--- config.mk ---
export PLATFORM = sky130hd
export DESIGN_NAME = run_monitor
export DESIGN_NICKNAME = d
export VERILOG_FILES = /design/src/rtl/run_monitor.sv
export SDC_FILE = /design/constraint.sdc
export NUM_CORES = 1
export LEC_CHECK = 0
export BUFFER_PORTS_ARGS = -buffer_cell sky130_fd_sc_hd__buf_2
export CAP_MARGIN = 20
export CORE_ASPECT_RATIO = 0.6
export CORE_MARGIN = 8
export CORE_UTILIZATION = 48
export DETAILED_ROUTE_END_ITERATION = 6
export HOLD_SLACK_MARGIN = 0.08
export PLACE_DENSITY_LB_ADDON = 0.1
export RECOVER_POWER = 50
export SETUP_SLACK_MARGIN = 0.15
export SLEW_MARGIN = 20
export SYNTH_ARGS = -nofsm -noshare
export SYNTH_HDL_FRONTEND = slang
export SYNTH_SLANG_ARGS = --single-unit
--- constraint.sdc ---
create_clock -name clk -period 3.2 [get_ports clk]
set_input_delay 0.32 -clock clk [delete_from_list [all_inputs] [get_ports clk]]
set_output_delay 0.32 -clock clk [all_outputs]
set_load 0.1 [all_outputs]
--- src/rtl/run_monitor.sv ---
// run_monitor: end-of-run checker downstream of the cpu. Counts cycles until halt or
// timeout, snapshots pc/x28 and the verdict from x31, then streams a 14-byte result
// record over a valid/ready byte port and parks in DONE until reset.
module run_monitor #(
   parameter int unsigned TIMEOUT   = 1000,
   parameter logic [31:0] PASS_CODE = 32'h55,
   parameter logic [31:0] FAIL_CODE = 32'haa
) (
   input  logic        clk,
   input  logic        rst,
   input  logic        halt,
   input  logic [31:0] pc,
   input  logic [31:0] x28,
   input  logic [31:0] x31,
   output logic        cpu_hold,
   output logic        done,
   output logic [1:0]  status,
   output logic        timed_out,
   output logic [31:0] cycle_count,
   output logic        rec_valid,
   output logic [7:0]  rec_data,
   input  logic        rec_ready
);

   typedef enum logic [1:0] {StRun, StSend, StDone} state_e;

   localparam logic [3:0] LastIdx = 4'd13;

   state_e      state_q, state_d;
   logic [31:0] cycle_q, cycle_d;
   logic [31:0] pc_q, pc_d;
   logic [31:0] x28_q, x28_d;
   logic [1:0]  status_q, status_d;
   logic        timed_out_q, timed_out_d;
   logic        hold_q, hold_d;
   logic        valid_q, valid_d;
   logic        done_q, done_d;
   logic [3:0]  idx_q, idx_d;
   logic [1:0]  verdict;
   logic [7:0]  byte_sel;

   // Verdict decoded from the result register; anything unexpected is an error
   always_comb begin
      if (x31 == PASS_CODE) begin
         verdict = 2'b01;
      end else if (x31 == FAIL_CODE) begin
         verdict = 2'b10;
      end else begin
         verdict = 2'b11;
      end
   end

   // State register and all snapshot/status flops
   always_ff @(posedge clk or posedge rst) begin
      if (rst) begin
         state_q     <= StRun;
         cycle_q     <= '0;
         pc_q        <= '0;
         x28_q       <= '0;
         status_q    <= '0;
         timed_out_q <= 1'b0;
         hold_q      <= 1'b0;
         valid_q     <= 1'b0;
         done_q      <= 1'b0;
         idx_q       <= '0;
      end else begin
         state_q     <= state_d;
         cycle_q     <= cycle_d;
         pc_q        <= pc_d;
         x28_q       <= x28_d;
         status_q    <= status_d;
         timed_out_q <= timed_out_d;
         hold_q      <= hold_d;
         valid_q     <= valid_d;
         done_q      <= done_d;
         idx_q       <= idx_d;
      end
   end

   // Next-state: count in RUN, capture on halt/timeout, step the byte index in SEND
   always_comb begin
      state_d     = state_q;
      cycle_d     = cycle_q;
      pc_d        = pc_q;
      x28_d       = x28_q;
      status_d    = status_q;
      timed_out_d = timed_out_q;
      hold_d      = hold_q;
      valid_d     = valid_q;
      done_d      = done_q;
      idx_d       = idx_q;
      unique case (state_q)
         StRun: begin
            // halt takes priority over timeout on the same edge
            if (halt || (cycle_q == TIMEOUT)) begin
               pc_d        = pc;
               x28_d       = x28;
               status_d    = verdict;
               timed_out_d = ~halt;
               hold_d      = 1'b1;
               valid_d     = 1'b1;
               idx_d       = '0;
               state_d     = StSend;
            end else begin
               cycle_d = cycle_q + 32'd1;
            end
         end
         StSend: begin
            if (rec_ready) begin
               if (idx_q == LastIdx) begin
                  valid_d = 1'b0;
                  done_d  = 1'b1;
                  state_d = StDone;
               end else begin
                  idx_d = idx_q + 4'd1;
               end
            end
         end
         StDone: begin
         end
         default: state_d = StRun;
      endcase
   end

   // Record byte mux; forced to zero whenever no byte is offered
   always_comb begin
      byte_sel = 8'h00;
      unique case (idx_q)
         4'd0:    byte_sel = 8'hA5;
         4'd1:    byte_sel = {5'b0, timed_out_q, status_q};
         4'd2:    byte_sel = cycle_q[7:0];
         4'd3:    byte_sel = cycle_q[15:8];
         4'd4:    byte_sel = cycle_q[23:16];
         4'd5:    byte_sel = cycle_q[31:24];
         4'd6:    byte_sel = pc_q[7:0];
         4'd7:    byte_sel = pc_q[15:8];
         4'd8:    byte_sel = pc_q[23:16];
         4'd9:    byte_sel = pc_q[31:24];
         4'd10:   byte_sel = x28_q[7:0];
         4'd11:   byte_sel = x28_q[15:8];
         4'd12:   byte_sel = x28_q[23:16];
         4'd13:   byte_sel = x28_q[31:24];
         default: byte_sel = 8'h00;
      endcase
      rec_data = valid_q ? byte_sel : 8'h00;
   end

   assign cpu_hold    = hold_q;
   assign done        = done_q;
   assign status      = status_q;
   assign timed_out   = timed_out_q;
   assign cycle_count = cycle_q;
   assign rec_valid   = valid_q;

endmodule
Word level (Yosys, flattened, before mapping)

Index checks and enable logic that the tools add are counted.

Register bits: 108
Bits of input ports: 100
Logic and storage cells: 63

$add $sub $neg: 2
Equality and inequality tests: 22
Multiplexer cells: 16
Bitwise gates (word level): 3
Reduce and logical (&&, ||, !) cells: 10

Operator list:

| kind                  | number |
|---|---|
| $pmux 8 s14           | 1 |
| $add 32x1->32 const B | 1 |
| $eq 32x10->1 const B  | 1 |
| $eq 32x7->1 const B   | 1 |
| $eq 32x8->1 const B   | 1 |
| $eq 4x4->1 const B    | 6 |
| $eq 4x3->1 const B    | 4 |
| $mux 4                | 3 |
| $reduce_and 4->1      | 3 |
| $eq 4x2->1 const B    | 2 |
| $mux 2                | 4 |
| $mux 8                | 1 |
| $ne 2x2->1 const B    | 4 |
| $pmux 4 s2            | 1 |
| $pmux 2 s3            | 1 |
| $add 4x1->4 const B   | 1 |
| $eq 4x1->1 const B    | 1 |
| $logic_not 4->1       | 1 |
| $mux 1                | 4 |
| $reduce_and 2->1      | 2 |
| $not 1->1             | 3 |
| $reduce_and 3->1      | 1 |
| $eq 2x1->1 const B    | 1 |
| $eq 2x2->1 const B    | 1 |
| other kinds (4)       | 4 |

Longest topological paths before layout

Depth in word-level cells: 4
Gate-level depth with buffers: 10
Depth with buffers taken out: 7

Worst setup path before layout

No wires, ideal clock.

Kind: register to output
From: register idx_q[1]
To: output port rec_data[4]
Data arrival time: 3.274 ns
Setup slack: -0.394 ns
Stages on the path, launching flop included: 9
Buffers on the path: 2
Cells stage by stage: dfrtp_1 > inv_1 > ha_1 > clkbuf_1 > clkbuf_1 > a22oi_1 > a21oi_1 > o21ai_0 > a31oi_1

Longest elaborated chain between the ends: 3
Elaborated cells between the ends (all ways): 16
Those cells by class: 13 x eq/ne; 2 x mux; 1 x reduce/logical

RTL lines:

| item                                     | line | RTL |
|---|---|---|
| start: declaration                       | 38   | `logic [3:0] idx_q, idx_d;` |
| start signal: assignment                 | 76   | `idx_q <= idx_d;` |
| $eq 4x4->1, or another cell as far along | 128  | `unique case (idx_q)` |
| $pmux 8 s14 (*)                          | 128  |  |
| $mux 8 (*)                               | 145  | `rec_data = valid_q ? byte_sel : 8'h00;` |
| end: declaration                         | 21   | `output logic [7:0] rec_data,` |

Every way passes the cells marked *; elsewhere a longest branch is shown, timed or not.

Worst setup path in the final report

From: register idx_q[0]
To: output port rec_data[5]

The elaborated chain is that of the path after synthesis.

==> impl_metrics.yaml <==
hold_path:
  hold_class: "primary input to flip-flop"
die:
  rows: 30
  core_area_mm2: 0.01119
  chipWidth_um: 153.8
  initial_core_util_pct: 48.89
  num_io_pins: 146
  die_h_um: 98.68
  die-area_mm2: 0.01518
clock_network:
  cts_hold_buf: 0
  cts_buffers: 9
  cts_tree: "built"
  clkLatencyLatePin_ns: 0.35
  cts.reportedPaths.clkPinSlew_ns: 0.07
  clock-sinks: 108
  h-tree-depth: 3
  post-cts-setup-buffer-count: 0
  clockBufferDepth: 2
  cts-root-buf: "clkbuf_16"
synthesis:
  synth_top_area_cell: "dfrtp_1"
  syn_inst: 473
  yosys_warnings: 0
  yosysMostFrequentCell: "dfrtp_1"
  synth_seq_area_share_pct: 49.42
  synth_top_area_share_pct: 49.42
  synthTopCellsByCount: "108 x dfrtp_1, 62 x mux2_2, 23 x nand2_1, 21 x nand3_1"
  ys_ff_latch: 108
  async_flop_share_pct: 100.0
  synth_edf_count: 0
  synth_nets: 580
  netlist_area_mm2: 0.005469
  synthFlopType: "dfrtp_1"
  ys_types: 58
  synthTopCellsByArea: "dfrtp_1 49%, mux2_2 13%, a22oi_1 2.7%, a22o_1 2.6%, xor2_1 2.6%"
  syn_avg_cell_area_um2: 11.56
sta:
  drv_slew: 38
  rsz0062_at_grt: "yes"
  max_freq_ghz: 0.3362
  fin_crit_sh_pct: 92.96
  layout_setup_ws_ns: 0.2254
  tightestPinTransition_ns: 1.716
  hold_viol: 0
  skew_ns: 0.004637
  min_period_ns: 2.975
  final-setup-viol-count: 0
  slew_headroom_pct: -15.06
run:
  drv_cap: 1
cells_and_area:
  final_net_count: 728
  fill_cells: 990
  regArea_mm2: 0.002708
  antenna_cells: 0
  multi_input_area_mm2: 0.002564
  final_cell_count_no_fill: 770
  drive_gt1_share_pct: 39.46
  syn_to_final_growth_pct: 22.99
power:
  ir_drop_mv: 0.2649
  power_density_mw_per_mm2: 391.5
  p_leak_nw: 3.218
global_routing:
  grt_pass1_vias: 4737
  antenna_found_initial: 0
  grt_max_degree: 44
  grt_pass1_wl_um: 26750
  overflow: 0
  grt_util_all_layers_pct: 22.15
placement:
  gp_congestion: 0.9043
  post-place-ws_ns: 0.5088
  dp_cells: 754
  dp_hpwl_um: 13030
  io_buffer_count: 145
critical_path:
  crit_type: "flip-flop to primary output"
  critPathSlowestCell: "mux4_2"
  start_kind: "flip-flop"
  crit_required_ns: 2.88
  path_cells: "inv_1 > ha_1 > buf_4 > nand2_1 > mux4_2 > a21oi_2 > buf_4"
  crit_path_max_incr_delay_ns: 0.48
  worst_path_most_repeated_cell: "buf_4"
  end_kind: "primary output"
  crit_arrival_ns: 2.65
  path_max_fanout: 13
detailed_routing:
  routed_wl_um: 16880
  vias_per_cell: 6.035
  dr.first_iter.drc_count: 333
  drc: 0
  wl_per_cell_um: 21.92
  drt_pre_antenna_iters: 5
  num_vias: 4647
  ant_nets: 0
outcome:
  status: "complete, but fails checks"
  violations: "max-capacitance violations, max-slew violations"
timing repair:
action	in CTS	in global routing
hold endpoints to repair	0	0
resized for setup	2	8
cloned	0	0
endpoints found under the setup margin	2	6
through the flow:
stage / util [%] / total power, mW / hold WS [ns] / TNS [ns] / instance area (µm²)
global route: 60.13 / 2.717 / 0.1886 / 0 / 6726
CTS: 60.35 / 2.661 / 0.1621 / 0 / 6750
global placement: 57.52 / 1.497 / 0.4455 / 0 / 6434
detailed placement: 57.52 / 1.499 / 0.4611 / 0 / 6434
floorplan: - / 1.418 / 0.4050 / -0.2852 / 5502
finish: 60.13 / 2.634 / 0.1977 / 0 / 6726
worst max-delay path, delay by kind of cell (launching register included):
| kind | cells | cell delay (ns) |
|---|---|---|
| fa+ha+maj | 1 | 0.38 |
| compound gates | 1 | 0.17 |
| simple gates | 1 | 0.07 |
| buf+inv | 3 | 0.73 |
| flops | 1 | 0.47 |
| mux | 1 | 0.48 |
logic make-up (layout without fill, tap and decap cells):
group,Yosys count,count (layout),share of synthesized area (%)
buffers and inverters,42,195,4.301
AOI/OAI and AO/OA,95,95,12.97
muxes,69,69,14.96
DFF,108,108,49.42
adders and majority gates,7,7,1.601
xor gates and xnor gates,31,31,4.965
and+or+nand+nor,121,121,11.78
routing by layer:
layer	wire length, µm	global-route usage (%)
met2	7160	31.74
met5	0	0
met3	1568	6.597
met4	189	5.243
met1	7962	31.98
state kept, by name, summed over array words and instances (netlist names):
| name | count |
|---|---|
| x28_q | 32 |
| rec_valid | 1 |
| cpu_hold | 1 |
| idx_q | 4 |
| cycle_count | 32 |
| state_q | 2 |
| status | 2 |
| pc_q | 32 |
| timed_out | 1 |
| done | 1 |
power breakdown:
part           switching, mW  internal (mW)  total, mW
clock                  0.511          0.656       1.17
combinational         0.0548         0.0480      0.103
sequential                 0           1.36       1.36
area by class of cell:
cell class / instances / area share [%]
inverters: 13 / 0.7999
flip-flops and latches: 108 / 40.25
multi-input cells: 323 / 38.11
well taps: 144 / 2.679
clock buffers: 12 / 3.813
clock inverters: 4 / 0.8185
repair buffers: 166 / 13.52
final timing paths:
kind                            cells past startpoint  slack [ns]               endpoint                       start
worst min register to register                      1        0.48   cpu_hold$_DFFE_PP0P_        cpu_hold$_DFFE_PP0P_
worst min-delay path                                2        0.20  x28_q[30]$_DFFE_PP0P_                     x28[30]
max in group asynchronous                           3        1.13   pc_q[11]$_DFFE_PP0P_                         rst
worst max-delay path                                7        0.23            rec_data[5]        idx_q[0]$_DFFE_PP0P_
min in group asynchronous                           2        0.38   pc_q[17]$_DFFE_PP0P_                         rst
worst max register to register                      8        0.47  x28_q[27]$_DFFE_PP0P_  cycle_count[0]$_DFFE_PP0P_
cells in the final DEF, fill, tap and decap left out, types with 3 or more instances in the layout:
master / n
nor4b_1: 3
buf_2: 116
dfrtp_1: 104
a21oi_1: 11
nor4_1: 14
a22o_1: 16
o21ai_0: 12
a221oi_1: 9
ha_1: 6
inv_1: 11
nand4_1: 13
xor2_1: 16
buf_12: 3
xnor2_1: 15
clkbuf_4: 4
nand2_1: 23
a22oi_1: 19
nor2_1: 18
dfrtp_2: 4
and3_1: 3
mux2_2: 62
nor3_1: 11
buf_4: 20
clkbuf_1: 22
mux2_4: 5
nand3_1: 21
clkbuf_16: 9
Power figures use the tool's default switching activity.
